===== config.mk =====
export PLATFORM = sky130hd
export DESIGN_NAME = reg_host_ctrl
export DESIGN_NICKNAME = d
export VERILOG_FILES = /design/src/rtl/reg_host_pkg.sv /design/src/rtl/reg_host_timer.sv /design/src/rtl/reg_host_ctrl.sv
export SDC_FILE = /design/constraint.sdc
export NUM_CORES = 1
export LEC_CHECK = 0
export ABC_AREA = 1
export CORE_MARGIN = 5
export CORE_UTILIZATION = 37
export DETAILED_ROUTE_END_ITERATION = 6
export PLACE_DENSITY = 0.75
export SETUP_SLACK_MARGIN = 0.5
export SLEW_MARGIN = 10
export SYNTH_ARGS = -nofsm -noshare
export SYNTH_HDL_FRONTEND = slang
export SYNTH_SLANG_ARGS = --single-unit

===== constraint.sdc =====
create_clock -name clk -period 1.2 [get_ports clk]
set_input_delay 0.36 -clock clk [delete_from_list [all_inputs] [get_ports clk]]
set_output_delay 0.36 -clock clk [all_outputs]
set_load 0.01 [all_outputs]

===== src/rtl/reg_host_pkg.sv =====
// reg_host_pkg: shared state encoding and defaults for the host access controller.
package reg_host_pkg;

  localparam int STATE_W         = 2;
  localparam int DEFAULT_TIMEOUT = 16;

  typedef enum logic [STATE_W-1:0] {
    IDLE   = 2'd0,
    ACCESS = 2'd1,
    RESP   = 2'd2
  } state_t;

endpackage


===== src/rtl/reg_host_timer.sv =====
// reg_host_timer: access watchdog. Cleared when an access starts, counts every
// access cycle that passes without an acknowledge, flags the terminal count.
module reg_host_timer
  import reg_host_pkg::*;
#(
  parameter int TIMEOUT_CYCLES = DEFAULT_TIMEOUT
) (
  input  logic clk,
  input  logic rst_n,
  input  logic clear,
  input  logic enable,
  output logic expired
);

  localparam int                 CNT_W    = $clog2(TIMEOUT_CYCLES + 1);
  localparam logic [CNT_W-1:0]   TERMINAL = CNT_W'(TIMEOUT_CYCLES - 1);

  logic [CNT_W-1:0] count_reg;

  // Count waiting cycles; saturate at the terminal value so it never wraps.
  always_ff @(posedge clk or negedge rst_n) begin
    if (!rst_n) begin
      count_reg <= '0;
    end else if (clear) begin
      count_reg <= '0;
    end else if (enable && (count_reg != TERMINAL)) begin
      count_reg <= count_reg + 1'b1;
    end
  end

  assign expired = (count_reg == TERMINAL);

endmodule


===== src/rtl/reg_host_ctrl.sv =====
// reg_host_ctrl: host valid/ready front end for the register-access FSM.
// Optional access timeout is compiled in with the REG_HOST_TIMEOUT_EN macro.
module reg_host_ctrl
  import reg_host_pkg::*;
#(
  parameter int NUM_OF_REG     = 4,
  parameter int W_WIDTH        = 8,
  parameter int TIMEOUT_CYCLES = DEFAULT_TIMEOUT
) (
  input  logic               clk,
  input  logic               rst_n,
  input  logic               req_valid,
  output logic               req_ready,
  input  logic               req_wr,
  input  logic [W_WIDTH-1:0] req_addr,
  input  logic [W_WIDTH-1:0] req_wdata,
  output logic               rsp_valid,
  input  logic               rsp_ready,
  output logic [W_WIDTH-1:0] rsp_rdata,
  output logic               rsp_err,
  output logic               sel_en,
  output logic               wr_rd_s,
  output logic [W_WIDTH-1:0] addr,
  output logic [W_WIDTH-1:0] wdata,
  input  logic               ack,
  input  logic [W_WIDTH-1:0] rd_data
);

  // One extra bit so a register count equal to 2**W_WIDTH still compares correctly.
  localparam logic [W_WIDTH:0] ADDR_LIMIT = (W_WIDTH + 1)'(NUM_OF_REG);

  state_t             state_reg,     state_next;
  logic               req_ready_reg, req_ready_next;
  logic               rsp_valid_reg, rsp_valid_next;
  logic [W_WIDTH-1:0] rsp_rdata_reg, rsp_rdata_next;
  logic               rsp_err_reg,   rsp_err_next;
  logic               sel_en_reg,    sel_en_next;
  logic               wr_rd_s_reg,   wr_rd_s_next;
  logic [W_WIDTH-1:0] addr_reg,      addr_next;
  logic [W_WIDTH-1:0] wdata_reg,     wdata_next;

  logic in_range;
  logic timeout_hit;

  assign in_range = ({1'b0, req_addr} < ADDR_LIMIT);

`ifdef REG_HOST_TIMEOUT_EN
  logic tmr_clear;
  logic tmr_enable;

  assign tmr_clear  = (state_reg == IDLE) && req_valid && in_range;
  assign tmr_enable = (state_reg == ACCESS) && !ack;

  reg_host_timer #(
    .TIMEOUT_CYCLES(TIMEOUT_CYCLES)
  ) u_timer (
    .clk    (clk),
    .rst_n  (rst_n),
    .clear  (tmr_clear),
    .enable (tmr_enable),
    .expired(timeout_hit)
  );
`else
  assign timeout_hit = 1'b0;
`endif

  // State and all outputs are registered; reset drops any in-flight response.
  always_ff @(posedge clk or negedge rst_n) begin
    if (!rst_n) begin
      state_reg     <= IDLE;
      req_ready_reg <= 1'b1;
      rsp_valid_reg <= 1'b0;
      rsp_rdata_reg <= '0;
      rsp_err_reg   <= 1'b0;
      sel_en_reg    <= 1'b0;
      wr_rd_s_reg   <= 1'b0;
      addr_reg      <= '0;
      wdata_reg     <= '0;
    end else begin
      state_reg     <= state_next;
      req_ready_reg <= req_ready_next;
      rsp_valid_reg <= rsp_valid_next;
      rsp_rdata_reg <= rsp_rdata_next;
      rsp_err_reg   <= rsp_err_next;
      sel_en_reg    <= sel_en_next;
      wr_rd_s_reg   <= wr_rd_s_next;
      addr_reg      <= addr_next;
      wdata_reg     <= wdata_next;
    end
  end

  // Next-state and next-output decode; ack is only looked at during ACCESS.
  always_comb begin
    state_next     = state_reg;
    req_ready_next = req_ready_reg;
    rsp_valid_next = rsp_valid_reg;
    rsp_rdata_next = rsp_rdata_reg;
    rsp_err_next   = rsp_err_reg;
    sel_en_next    = sel_en_reg;
    wr_rd_s_next   = wr_rd_s_reg;
    addr_next      = addr_reg;
    wdata_next     = wdata_reg;

    unique case (state_reg)
      IDLE: begin
        if (req_valid) begin
          wr_rd_s_next   = req_wr;
          addr_next      = req_addr;
          wdata_next     = req_wdata;
          req_ready_next = 1'b0;
          if (in_range) begin
            state_next  = ACCESS;
            sel_en_next = 1'b1;
          end else begin
            // Bad address: answer straight away, never touch the register FSM.
            state_next     = RESP;
            rsp_valid_next = 1'b1;
            rsp_err_next   = 1'b1;
            rsp_rdata_next = '0;
          end
        end
      end

      ACCESS: begin
        if (ack) begin
          // ack beats a simultaneous timeout.
          state_next     = RESP;
          sel_en_next    = 1'b0;
          rsp_valid_next = 1'b1;
          rsp_err_next   = 1'b0;
          rsp_rdata_next = wr_rd_s_reg ? '0 : rd_data;
        end else if (timeout_hit) begin
          state_next     = RESP;
          sel_en_next    = 1'b0;
          rsp_valid_next = 1'b1;
          rsp_err_next   = 1'b1;
          rsp_rdata_next = '0;
        end
      end

      RESP: begin
        if (rsp_ready) begin
          state_next     = IDLE;
          rsp_valid_next = 1'b0;
          req_ready_next = 1'b1;
        end
      end

      default: begin
        state_next     = IDLE;
        req_ready_next = 1'b1;
        rsp_valid_next = 1'b0;
        sel_en_next    = 1'b0;
      end
    endcase
  end

  assign req_ready = req_ready_reg;
  assign rsp_valid = rsp_valid_reg;
  assign rsp_rdata = rsp_rdata_reg;
  assign rsp_err   = rsp_err_reg;
  assign sel_en    = sel_en_reg;
  assign wr_rd_s   = wr_rd_s_reg;
  assign addr      = addr_reg;
  assign wdata     = wdata_reg;

endmodule


==> insert_results.sql, run 1 <==
INSERT INTO impl_metrics (metric_group, metric, value, unit) VALUES
('critical_path', 'critPathMaxFanout', '2', ''),
('clocking', 'cts_inserted_buffers', '5', ''),
('timing', 'finalHoldViolations', '0', ''),
('clocking', 'htree_num_levels', '2', ''),
('drt', 'detailroute.via_count', '1466', ''),
('placed_design', 'post-dp-hpwl', '2644', 'um'),
('drt', 'detailedRoute.firstPassIterationCount', '4', ''),
('synth', 'postSynthNetCount', '185', ''),
('power_and_ir_drop', 'power.density_cell_area', '2418', 'nW/um^2'),
('critical_path', 'timing.critical_path.buf_inv', '1', ''),
('status', 'run_status', 'finished with violations', ''),
('critical_path', 'crit_path_max_incr_delay', '540', 'ps'),
('critical_path', 'r2r_slack', '-90', 'ps'),
('drt', 'drt-met1-wl', '1710', 'um'),
('global_routing', 'antenna_found_initial', '0', ''),
('critical_path', 'timing.rr.end', 'rsp_rdata[4]', ''),
('floorplan', 'design.core.area', '3390', 'sq um'),
('drt', 'drt_drc_violations_left', '0', ''),
('drt', 'highest-signal-layer', 'met4', ''),
('synth', 'ys.flop_type', 'dfrtp_1', ''),
('clocking', 'clk_root_buffer_cell', 'clkbuf_4', ''),
('synth', 'synth_compound_gate_area_share', '1.136', '%'),
('clocking', 'cts_max_path_buffers', '2', ''),
('synth', 'synth_top_family_by_area', 'simple AND/OR/NAND/NOR gates', ''),
('status', 'failed_checks', 'setup timing', ''),
('placed_design', 'place_congestion', '0.7749', ''),
('global_routing', 'pin_count_of_the_biggest_net_entering_global_routing', '32', ''),
('job', 'drv.max_cap_violation_count', '0', ''),
('synth', 'post_synth_and_or_nand_nor_area_fraction', '35.13', '%'),
('drt', 'routedWlPerCell', '14.17', 'um'),
('drt', 'met2_wirelength', '2314', 'um'),
('synth', 'synth-seq-cells', '31', ''),
('hold_path', 'hold_path_class', 'in -> async', ''),
('critical_path', 'crit_slowest_cell', 'dfstp_2', ''),
('timing', 'setup_viol', '58', ''),
('timing', 'post-route-worst-setup-slack', '-119.8', 'ps'),
('drt', 'route.met3.wl', '312', 'um'),
('layout', 'finalInstanceArea', '2505', 'sq um'),
('floorplan', 'fp.dieArea', '4866', 'sq um'),
('layout', 'post_route_cells_drive_above_1_share', '50.56', '%'),
('timing', 'skew', '6.616', 'ps'),
('floorplan', 'floorplan.die.height', '69.76', 'um'),
('timing', 'whs', '405.0', 'ps'),
('critical_path', 'worst_setup_path_endpoint', 'req_ready', ''),
('floorplan', 'row_count', '21', ''),
('power_and_ir_drop', 'p_leak', '1.325', 'nW'),
('layout', 'diodes', '0', ''),
('synth', 'synth.yosys.seq_area_share', '58.81', '%'),
('global_routing', 'globalRouteTotalUtil', '17.77', '%'),
('synth', 'syn_inst', '155', ''),
('critical_path', 'path_cells', 'buf_6', ''),
('clocking', 'hold_buffers', '0', ''),
('global_routing', 'wire_length_of_the_first_global_routing_pass', '6893', 'um'),
('timing', 'timing_worst_slew_pin_value', '266.4', 'ps'),
('synth', 'synth-warning-count', '0', ''),
('placed_design', 'port_buffers', '58', ''),
('clocking', 'cts_num_sinks', '31', ''),
('drt', 'drt-initial-drc-count', '123', ''),
('synth', 'post-synth-top-count-cell', 'nand2_1', ''),
('clocking', 'clock_latency', '330', 'ps'),
('critical_path', 'timing.setup.critical_path_class', 'reg -> out', ''),
('drt', 'per_cell_via_count_in_the_routed_design', '4.684', ''),
('floorplan', 'ios', '59', ''),
('critical_path', 'critical_path.endpoint_type', 'output port', ''),
('synth', 'post_synth_main_area_contributors', 'dfrtp_1 (57%), nand2_1 (19%), nand3_1 (6.8%)', ''),
('critical_path', 'worstReg2RegStart', 'state_reg[1]', ''),
('critical_path', 'timing.reg2reg.worst_path_depth', '7', ''),
('global_routing', 'globalRouteOverflowTotal', '0', ''),
('clocking', 'tritoncts', 'done', ''),
('timing', 'max_freq', '0.7577', 'GHz'),
('synth', 'synth_area_leader_cell', 'dfrtp_1', '');
through the flow:
stage	std cells	util [%]	total power, mW	TNS, ps	setup slack [ps]
after global routing	313	73.90	6.485	-5194	-158.2
after detailed placement	281	63.42	4.401	-11170	-481.3
final	313	73.90	6.056	-2213	-119.8
after CTS	301	67.96	5.425	-1041	-129.0
after floorplan	155	-	2.903	0	71.76
after global placement	281	63.42	4.337	-10400	-438.3
routing by layer:
layer  GRT usage, %  vias to the layer above
li1               -                      724
met1          19.76                      690
met5              0                        -
met3          7.826                       10
met4          8.511                        0
met2          29.03                       42
worst reg2reg max path, stage by stage, from the launching register on:
cell and delay (ps):
dfrtp_2 470, nor2_4 180, nand2_2 100, nand2_4 90, buf_8 150, inv_8 40
nand4_1 80, nand2_1 80
timing repair:
action	in CTS	in global routing
pin swaps	21	13
cloned	3	1
gates resized for setup	173	29
setup endpoints to repair	60	60
buffers inserted	10	11
cell families after synthesis:
logic type      after synthesis
compound gates                3
buf+inv                      14
simple gates                107
flops                        31
worst min path at each step:
stage,startpoint,to,depth (start not counted)
3_5_place_dp,wdata[3],wdata[3],2
4_1_cts,rst_n,rsp_rdata[0],2
2_1_floorplan,rst_n,addr[0],0
5_1_grt,rst_n,rsp_valid,2
6_report,rst_n,rsp_rdata[5],2
3_3_place_gp,addr[0],addr[0],2
cell usage in the layout, fill, tap and decap left out:
master / synthesis / layout
nand2_1: 66 / 41
buf_4: 0 / 40
dfrtp_1: 30 / 28
clkdlybuf4s50_1: 0 / 22
buf_2: 4 / 22
nand2_2: 1 / 20
nand3_1: 18 / 17
buf_6: 1 / 14
nand4_1: 10 / 10
dlygate4sd2_1: 0 / 7
nor2_4: 0 / 6
nand2_4: 0 / 6
clkbuf_4: 0 / 5
nor2_2: 2 / 4
inv_2: 1 / 3
inv_1: 6 / 3
buf_8: 0 / 3
nand3_2: 1 / 2
o21ai_0: 2 / 2
dfrtp_2: 0 / 2
nand2_8: 0 / 1
nor3_1: 1 / 1
inv_8: 0 / 1
clkinv_1: 1 / 1
a21oi_2: 0 / 1
clkinv_2: 0 / 1
clkbuf_8: 0 / 1
inv_6: 0 / 1
buf_12: 0 / 1
dfstp_2: 1 / 1
layout make-up:
class | count | area, sq um
Timing Repair inverter | 1 | 8.758
Clock buffer | 6 | 51.30
Fill cell | 254 | 884.6
Timing Repair Buffer | 109 | 914.6
Sequential cell | 31 | 779.5
Tap cell | 46 | 57.56
Multi-Input combinational cell | 111 | 650.6
Inverter | 8 | 37.54
Clock inverter | 1 | 5.005
power breakdown:
part	switching, mW	internal, mW	total, mW
clock network	0.339	0.271	0.610
registers	0.305	1.49	1.79
logic	1.79	1.86	3.65
(Power assumes the default switching activity.)
==> inputs of run 2 (changes only) <==
SYNTH_HIERARCHICAL = 1   (was unset)
==> results of run 2 <==
Same layout as run 1: the final DEF is identical, and so are final timing and power.
Main changes from that run: Yosys warning count 0 -> 6
